`src/rtl/mem_bus_arbiter_if.sv`:
```
`default_nettype none
// ============================================================================
// Module      : mem_bus_arbiter_if
// Description : Bundle of the CPU, DMA and slave-side memory bus signals
//               around mem_bus_arbiter.
//               slave  - arbiter view (takes requests, drives the slave port)
//               master - environment view (requesters plus memory slave)
// Ports       : c_*  CPU request port, d_* DMA request port,
//               s_*  shared memory slave port, grant one-hot debug view
// Revision    : 1.0 - initial release
// ============================================================================
interface mem_bus_arbiter_if;
   logic [31:0] c_addr;
   logic [31:0] c_wdata;
   logic [1:0]  c_width;
   logic        c_read;
   logic        c_write;
   logic [31:0] c_rdata;
   logic        c_ok;
   logic        c_err;

   logic [31:0] d_addr;
   logic [31:0] d_wdata;
   logic [1:0]  d_width;
   logic        d_read;
   logic        d_write;
   logic [31:0] d_rdata;
   logic        d_ok;
   logic        d_err;

   logic [31:0] s_addr;
   logic [31:0] s_wdata;
   logic [1:0]  s_width;
   logic        s_read;
   logic        s_write;
   logic [31:0] s_rdata;
   logic        s_ok;

   logic [1:0]  grant;

   modport slave (
      input  c_addr, c_wdata, c_width, c_read, c_write,
      output c_rdata, c_ok, c_err,
      input  d_addr, d_wdata, d_width, d_read, d_write,
      output d_rdata, d_ok, d_err,
      output s_addr, s_wdata, s_width, s_read, s_write,
      input  s_rdata, s_ok,
      output grant
   );

   modport master (
      output c_addr, c_wdata, c_width, c_read, c_write,
      input  c_rdata, c_ok, c_err,
      output d_addr, d_wdata, d_width, d_read, d_write,
      input  d_rdata, d_ok, d_err,
      input  s_addr, s_wdata, s_width, s_read, s_write,
      output s_rdata, s_ok,
      input  grant
   );
endinterface
`default_nettype wire

```
`src/rtl/mem_bus_arbiter.sv`:
```
`default_nettype none
// ============================================================================
// Module      : mem_bus_arbiter
// Description : Two-requester (CPU / DMA) arbiter for the single memory port.
//               One transfer per grant, DMA priority limited by a run
//               counter, watchdog turns a missing s_ok into an error reply.
// Ports       : clk  - clock, all state on rising edge
//               rst  - synchronous active-high reset
//               bus  - mem_bus_arbiter_if.slave (CPU, DMA and slave ports)
// Parameters  : DMA_MAX_RUN - DMA grants allowed back-to-back while the
//                             CPU waits (1..255)
//               TIMEOUT     - GNT cycles allowed before abort (2..255)
// Revision    : 1.0 - initial release
// ============================================================================
module mem_bus_arbiter #(
   parameter int DMA_MAX_RUN = 4,
   parameter int TIMEOUT     = 64
) (
   input  wire logic          clk,
   input  wire logic          rst,
   mem_bus_arbiter_if.slave   bus
);

   localparam logic [1:0] ST_IDLE = 2'd0;
   localparam logic [1:0] ST_GNT  = 2'd1;
   localparam logic [1:0] ST_DONE = 2'd2;

   localparam logic [7:0] C_MAX_RUN = 8'(DMA_MAX_RUN);
   localparam logic [7:0] C_WD_LAST = 8'(TIMEOUT - 1);

   logic [1:0]  r_state;
   logic [1:0]  w_state_nxt;
   logic        r_own_dma;
   logic        w_own_dma_nxt;
   logic [7:0]  r_run_cnt;
   logic [7:0]  w_run_cnt_nxt;
   logic [7:0]  w_run_inc;
   logic [7:0]  r_wd;
   logic [7:0]  w_wd_nxt;

   logic        w_c_req;
   logic        w_d_req;
   logic        w_gnt_dma;
   logic        w_gnt_cpu;

   logic [31:0] w_m_addr;
   logic [31:0] w_m_wdata;
   logic [1:0]  w_m_width;
   logic        w_m_read;
   logic        w_m_write;

   logic        w_bad;
   logic        w_tmo;
   logic        w_fin;
   logic        w_fail;

   logic [31:0] w_s_addr;
   logic [31:0] w_s_wdata;
   logic [1:0]  w_s_width;
   logic        w_s_read;
   logic        w_s_write;
   logic [31:0] w_x_rdata;
   logic [1:0]  w_grant;

   assign w_c_req = bus.c_read | bus.c_write;
   assign w_d_req = bus.d_read | bus.d_write;

   // DMA wins unless the CPU is waiting and DMA has used up its run budget
   assign w_gnt_dma = w_d_req && (!w_c_req || (r_run_cnt < C_MAX_RUN));
   assign w_gnt_cpu = !w_gnt_dma && w_c_req;

   assign w_run_inc = (r_run_cnt == 8'hFF) ? r_run_cnt : r_run_cnt + 8'd1;

   // Granted master's request view
   assign w_m_addr  = r_own_dma ? bus.d_addr  : bus.c_addr;
   assign w_m_wdata = r_own_dma ? bus.d_wdata : bus.c_wdata;
   assign w_m_width = r_own_dma ? bus.d_width : bus.c_width;
   assign w_m_read  = r_own_dma ? bus.d_read  : bus.c_read;
   assign w_m_write = r_own_dma ? bus.d_write : bus.c_write;

   // Malformed request: never reaches the slave, answered immediately
   assign w_bad  = (w_m_width == 2'd3) || (w_m_read && w_m_write);
   // A real ack in the last watchdog cycle still completes normally
   assign w_tmo  = (r_wd == C_WD_LAST) && !bus.s_ok;
   assign w_fin  = (r_state == ST_GNT) && (w_bad || bus.s_ok || w_tmo);
   assign w_fail = (r_state == ST_GNT) && (w_bad || w_tmo);

   // ------------------------------------------------------------------
   // State register
   // ------------------------------------------------------------------
   always_ff @(posedge clk) begin
      if (rst) begin
         r_state   <= ST_IDLE;
         r_own_dma <= 1'b0;
         r_run_cnt <= 8'd0;
         r_wd      <= 8'd0;
      end else begin
         r_state   <= w_state_nxt;
         r_own_dma <= w_own_dma_nxt;
         r_run_cnt <= w_run_cnt_nxt;
         r_wd      <= w_wd_nxt;
      end
   end

   // ------------------------------------------------------------------
   // Next-state logic
   // ------------------------------------------------------------------
   always_comb begin
      w_state_nxt   = r_state;
      w_own_dma_nxt = r_own_dma;
      w_run_cnt_nxt = r_run_cnt;
      w_wd_nxt      = r_wd;
      case (r_state)
         ST_IDLE: begin
            if (w_gnt_dma) begin
               w_state_nxt   = ST_GNT;
               w_own_dma_nxt = 1'b1;
               w_wd_nxt      = 8'd0;
               w_run_cnt_nxt = w_c_req ? w_run_inc : 8'd0;
            end else if (w_gnt_cpu) begin
               w_state_nxt   = ST_GNT;
               w_own_dma_nxt = 1'b0;
               w_wd_nxt      = 8'd0;
               w_run_cnt_nxt = 8'd0;
            end else begin
               // Reaching here means the CPU is not requesting
               w_run_cnt_nxt = 8'd0;
            end
         end
         ST_GNT: begin
            if (w_fin) begin
               w_state_nxt = ST_DONE;
            end else begin
               w_wd_nxt = r_wd + 8'd1;
            end
         end
         ST_DONE: begin
            w_state_nxt = ST_IDLE;
         end
         default: begin
            w_state_nxt = ST_IDLE;
         end
      endcase
   end

   // ------------------------------------------------------------------
   // Output logic
   // ------------------------------------------------------------------
   always_comb begin
      w_s_addr  = 32'd0;
      w_s_wdata = 32'd0;
      w_s_width = 2'd0;
      w_s_read  = 1'b0;
      w_s_write = 1'b0;
      w_grant   = 2'b00;
      w_x_rdata = 32'd0;
      if (r_state == ST_GNT) begin
         w_grant   = r_own_dma ? 2'b10 : 2'b01;
         w_s_addr  = w_m_addr;
         w_s_wdata = w_m_wdata;
         w_s_width = w_m_width;
         if (!w_bad && !w_tmo) begin
            w_s_read  = w_m_read;
            w_s_write = w_m_write;
         end
         if (w_fin && !w_fail) begin
            w_x_rdata = bus.s_rdata;
         end
      end
   end

   assign bus.s_addr  = w_s_addr;
   assign bus.s_wdata = w_s_wdata;
   assign bus.s_width = w_s_width;
   assign bus.s_read  = w_s_read;
   assign bus.s_write = w_s_write;
   assign bus.grant   = w_grant;

   assign bus.c_ok    = w_fin  && !r_own_dma;
   assign bus.c_err   = w_fail && !r_own_dma;
   assign bus.c_rdata = r_own_dma ? 32'd0 : w_x_rdata;
   assign bus.d_ok    = w_fin  && r_own_dma;
   assign bus.d_err   = w_fail && r_own_dma;
   assign bus.d_rdata = r_own_dma ? w_x_rdata : 32'd0;

endmodule
`default_nettype wire

```
`src/flat_wrapper.sv`:
```
// flat-port wrapper written by rule: the top's interface ports become plain ports
module mem_bus_arbiter_flat 
#(
   parameter int DMA_MAX_RUN = 4,
   parameter int TIMEOUT     = 64
)
  (clk, rst, bus_c_addr, bus_c_wdata, bus_c_width, bus_c_read, bus_c_write, bus_c_rdata, bus_c_ok, bus_c_err, bus_d_addr, bus_d_wdata, bus_d_width, bus_d_read, bus_d_write, bus_d_rdata, bus_d_ok, bus_d_err, bus_s_addr, bus_s_wdata, bus_s_width, bus_s_read, bus_s_write, bus_s_rdata, bus_s_ok, bus_grant);
  mem_bus_arbiter_if bus_i ();
  input  wire logic clk;
  input  wire logic rst;
  input wire logic [$bits(bus_i.c_addr)-1:0] bus_c_addr;
  input wire logic [$bits(bus_i.c_wdata)-1:0] bus_c_wdata;
  input wire logic [$bits(bus_i.c_width)-1:0] bus_c_width;
  input wire logic [$bits(bus_i.c_read)-1:0] bus_c_read;
  input wire logic [$bits(bus_i.c_write)-1:0] bus_c_write;
  output wire logic [$bits(bus_i.c_rdata)-1:0] bus_c_rdata;
  output wire logic [$bits(bus_i.c_ok)-1:0] bus_c_ok;
  output wire logic [$bits(bus_i.c_err)-1:0] bus_c_err;
  input wire logic [$bits(bus_i.d_addr)-1:0] bus_d_addr;
  input wire logic [$bits(bus_i.d_wdata)-1:0] bus_d_wdata;
  input wire logic [$bits(bus_i.d_width)-1:0] bus_d_width;
  input wire logic [$bits(bus_i.d_read)-1:0] bus_d_read;
  input wire logic [$bits(bus_i.d_write)-1:0] bus_d_write;
  output wire logic [$bits(bus_i.d_rdata)-1:0] bus_d_rdata;
  output wire logic [$bits(bus_i.d_ok)-1:0] bus_d_ok;
  output wire logic [$bits(bus_i.d_err)-1:0] bus_d_err;
  output wire logic [$bits(bus_i.s_addr)-1:0] bus_s_addr;
  output wire logic [$bits(bus_i.s_wdata)-1:0] bus_s_wdata;
  output wire logic [$bits(bus_i.s_width)-1:0] bus_s_width;
  output wire logic [$bits(bus_i.s_read)-1:0] bus_s_read;
  output wire logic [$bits(bus_i.s_write)-1:0] bus_s_write;
  input wire logic [$bits(bus_i.s_rdata)-1:0] bus_s_rdata;
  input wire logic [$bits(bus_i.s_ok)-1:0] bus_s_ok;
  output wire logic [$bits(bus_i.grant)-1:0] bus_grant;
  assign bus_i.c_addr = bus_c_addr;
  assign bus_i.c_wdata = bus_c_wdata;
  assign bus_i.c_width = bus_c_width;
  assign bus_i.c_read = bus_c_read;
  assign bus_i.c_write = bus_c_write;
  assign bus_c_rdata = bus_i.c_rdata;
  assign bus_c_ok = bus_i.c_ok;
  assign bus_c_err = bus_i.c_err;
  assign bus_i.d_addr = bus_d_addr;
  assign bus_i.d_wdata = bus_d_wdata;
  assign bus_i.d_width = bus_d_width;
  assign bus_i.d_read = bus_d_read;
  assign bus_i.d_write = bus_d_write;
  assign bus_d_rdata = bus_i.d_rdata;
  assign bus_d_ok = bus_i.d_ok;
  assign bus_d_err = bus_i.d_err;
  assign bus_s_addr = bus_i.s_addr;
  assign bus_s_wdata = bus_i.s_wdata;
  assign bus_s_width = bus_i.s_width;
  assign bus_s_read = bus_i.s_read;
  assign bus_s_write = bus_i.s_write;
  assign bus_i.s_rdata = bus_s_rdata;
  assign bus_i.s_ok = bus_s_ok;
  assign bus_grant = bus_i.grant;
  mem_bus_arbiter #(.DMA_MAX_RUN(DMA_MAX_RUN), .TIMEOUT(TIMEOUT)) u_core (.clk(clk), .rst(rst), .bus(bus_i));
endmodule
```
`config.mk`:
```
export PLATFORM = sky130hd
export DESIGN_NAME = mem_bus_arbiter_flat
export DESIGN_NICKNAME = d
export VERILOG_FILES = /design/src/rtl/mem_bus_arbiter_if.sv /design/src/rtl/mem_bus_arbiter.sv /design/src/flat_wrapper.sv
export SDC_FILE = /design/constraint.sdc
export NUM_CORES = 1
export LEC_CHECK = 0
export BUFFER_PORTS_ARGS = -buffer_cell sky130_fd_sc_hd__buf_2
export CORE_AREA = 2 2 118 120
export CTS_CLUSTER_DIAMETER = 40
export DETAILED_ROUTE_END_ITERATION = 8
export DIE_AREA = 0 0 120 122
export PLACE_DENSITY = 0.6
export SLEW_MARGIN = 5
export SYNTH_ARGS = -nofsm -noshare
export SYNTH_HDL_FRONTEND = slang
export SYNTH_SLANG_ARGS = --single-unit
```
`constraint.sdc`:
```
create_clock -name clk -period 1.5 [get_ports clk]
set_input_delay 0.3 -clock clk [delete_from_list [all_inputs] [get_ports clk]]
set_output_delay 0.3 -clock clk [all_outputs]
set_load 0.005 [all_outputs]
```
==> impl_metrics.env <==
export IMPL_hold_path_depth=2
export IMPL_power_share_clock_pct=17.7
export IMPL_io_pins=309
export IMPL_clkTransAtPathRegs_ns=0.06
export IMPL_row_count=43
export IMPL_synth_edf_count=0
export IMPL_die_w_um=120
export IMPL_violations="setup timing"
export IMPL_required_ns=1.20
export IMPL_fin_worst_skew_ns=0.00274
export IMPL_core_area_um2=13500
export IMPL_fin_util_pct=41.9
export IMPL_total_power_uw=3140
export IMPL_arrival_ns=1.55
export IMPL_hold_viol_final=0
export IMPL_status="finished, violations left"
export IMPL_n_antenna_cell=0
export IMPL_rr_startpoint="u_core.r_wd[0]"
export IMPL_synthFlopType="dfxtp_1"
export IMPL_crit_path_top_delay_cell="nor4bb_4"
export IMPL_power_frac_seq_pct=17.4
export IMPL_power_switching_uw=1110
export IMPL_die_height_um=122
export IMPL_grt_first_pass_wirelength_mm=18.3
export IMPL_hold_end="u_core.r_own_dma"
export IMPL_fillers=1372
export IMPL_grt_overflow=0
export IMPL_p_int_uw=2030
export IMPL_cts_tree="yes"
export IMPL_nets=889
export IMPL_grt_pass1_vias=3480
export IMPL_worst_hold_slack_ns=0.309
export IMPL_reg2reg_to="u_core.r_wd[7]"
export IMPL_avgSynthCellArea_um2=7.19
export IMPL_fmax_mhz=540
export IMPL_seq_area_um2=393
export IMPL_port_buffers=308
export IMPL_synthArstFlopShare_pct=0
export IMPL_p_sw_share_pct=35.3
export IMPL_clk_latency_ns=0.25
export IMPL_dp_hpwl_mm=10.0
export IMPL_synthTopCellsByArea="mux2i_1, and2_1, dfxtp_1"
export IMPL_min_period_ns=1.85
export IMPL_critPathCaptureType="output pin"
export IMPL_cap_violations=0
export IMPL_fp_dieArea_um2=14600
export IMPL_max_slew_margin_pct=73.0
export IMPL_drv_slew=0
export IMPL_crit_buf_inv=1
export IMPL_clk_path_buf_depth=2
export IMPL_p_leak_uw=0.00298
export IMPL_seq_area_frac_synth_pct=15.4
export IMPL_area_delta_synth_final_pct=129
export IMPL_synth_top_cell_area_share_pct=27.6
export IMPL_worstSetupPathType="register to output pin"
export IMPL_critPathTopFamily="simple AND/OR/NAND/NOR gates"
export IMPL_wire_per_inst_um=15.7
export IMPL_clock_sinks=19
export IMPL_worstPathCellList="nor4bb_4 -> nand2_2 -> o21ai_4 -> and2_4 -> buf_6"
export IMPL_finalSetupViolCount=147
export IMPL_synth_fp_nets=516
export IMPL_cts_buffers=3
export IMPL_yosys_warnings=0
export IMPL_r2r_cells=7
export IMPL_drive_above_1_share_pct=64.3
export IMPL_min_period_over_period_pct=123
export IMPL_power_frac_comb_pct=64.9
export IMPL_ir_worst_vdd_v=0.000584
export IMPL_setup_ws_ns=-0.350
export IMPL_h_tree_depth=1
export IMPL_drtPass1Iterations=4
export IMPL_start_kind="register"
export IMPL_r2r_setup_slack_ns=-0.17
export IMPL_hold_buffers=0
export IMPL_synth_area_um2=2470
export IMPL_vias=3899
export IMPL_viasPerCell=4.36
export IMPL_dpl_instance_area_um2=4570
export IMPL_postRouteAntennaNets=0
export IMPL_cts_root_buf="clkbuf_16"
export IMPL_syn_instance_count=343
export IMPL_multi_input_area_um2=2290
export IMPL_holdCritStartpoint="rst"
export IMPL_fin_area_um2=5650
export IMPL_grt_max_degree=33
export IMPL_yosysTopAreaCell="mux2i_1"
export IMPL_critPathMaxStageDelay_ns=0.34
export IMPL_gp_congestion=0.803
export IMPL_cp_max_fo=4
export IMPL_power_density_nw_per_um2=556
export IMPL_worstMarginPinSlew_ns=0.400
export IMPL_rsz0062_at_grt="yes"
export IMPL_synth_cell_type_count=43
export IMPL_drtIter0Drc=128
export IMPL_gr_usage_all_layers_pct=15.9
export IMPL_wl_mm=14.1
export IMPL_route_detailed_drc=0
export IMPL_hold_class="primary input to register"
export IMPL_antenna_found_initial=0
export IMPL_synth_seq_cells=19
export IMPL_initial_core_util_pct=18.3
==> routing by layer <==
metal | vias up | share of wire, % | routed length, µm | global-route usage (%)
met5 | - | 0 | 0 | 0
met4 | 0 | 0.60 | 85 | 1.47
met3 | 6 | 9.9 | 1400 | 4.59
met2 | 200 | 49 | 6940 | 27.3
met1 | 1751 | 40 | 5680 | 20.4
li1 | 1942 | - | - | -
==> cell usage after synthesis (3+ instances only) <==
cell,count
a311oi_1,3
buf_1,5
buf_2,10
nor2_1,81
a21oi_1,7
nor3_1,4
clkbuf_1,10
and3_1,3
nand3_1,6
nand2_1,11
nor3b_1,3
a31oi_1,5
and2_1,67
dfxtp_1,19
mux2i_1,68
o211ai_1,4
==> cells in the final DEF (no fill, tap or decap), drive strengths merged, types with 3 or more instances in the layout <==
master and count:
dfxtp 19, mux2i 68, nor2 81, a311oi 3, nand3 6, and2 67, nand2 11, a31oi 5
o211ai 4, nor3b 3, a21boi 3, clkbuf 5, buf 391, nor3 4, o21ai 5, and3 4
a21oi 7
==> repair_timing <==
action	CTS	global route
buffers inserted	17	12
pin swaps	16	23
gates resized for setup	79	65
gates cloned	7	3
endpoints found under the setup margin	147	154
==> flip-flops by register name (all words and copies together), names as in the netlist <==
register / flops
u_core.r_run_cnt: 8
u_core.r_wd: 8
u_core.r_state: 2
u_core.r_own_dma: 1
==> worst max path at each step <==
stage,startpoint,to,slack (ns),cells after the start
after floorplan,u_core.r_wd[1],u_core.r_wd[0],-0.03,5
after global placement,bus_c_write,bus_s_write,-0.26,7
after detailed placement,bus_c_write,bus_s_read,-0.26,7
after CTS,u_core.r_wd[4],bus_d_err,-0.32,5
after global routing,u_core.r_own_dma,bus_d_rdata[1],-0.40,7
final,u_core.r_wd[7],bus_d_err,-0.35,5
==> cell type report <==
class	instances	share of cell area, %
timing repair buffer	393	47.0
multi-input combinational	299	40.6
sequential	19	6.95
tap	180	3.98
clock buffer	3	1.33
clock inverter	1	0.133
==> metrics by stage <==
step           setup TNS [ns]  setup slack (ns)  cells
2_1_floorplan         -0.0335           -0.0335    343
3_3_place_gp           -10.17            -0.256    856
3_5_place_dp           -10.26            -0.262    856
4_1_cts                -33.80            -0.319    884
5_1_grt                -46.48            -0.397    895
6_report               -36.70            -0.350    895
==> power groups by stage <==
stage          logic, µW  clock network (µW)  registers, µW
6_report            2040                 556            545
5_1_grt             2180                 589            548
4_1_cts             1840                 568            543
3_5_place_dp        1410                   0            544
3_3_place_gp        1400                   0            544
2_1_floorplan        650                   0            541
==> logic make-up after synthesis <==
logic type / share of synthesized area, %
AOI/OAI and AO/OA: 12.3
adders and majority gates: 1.01
buffers and inverters: 4.31
DFF: 15.4
muxes: 27.6
and+or+nand+nor: 39.4
No activity file was read; power rests on OpenSTA's default activity.
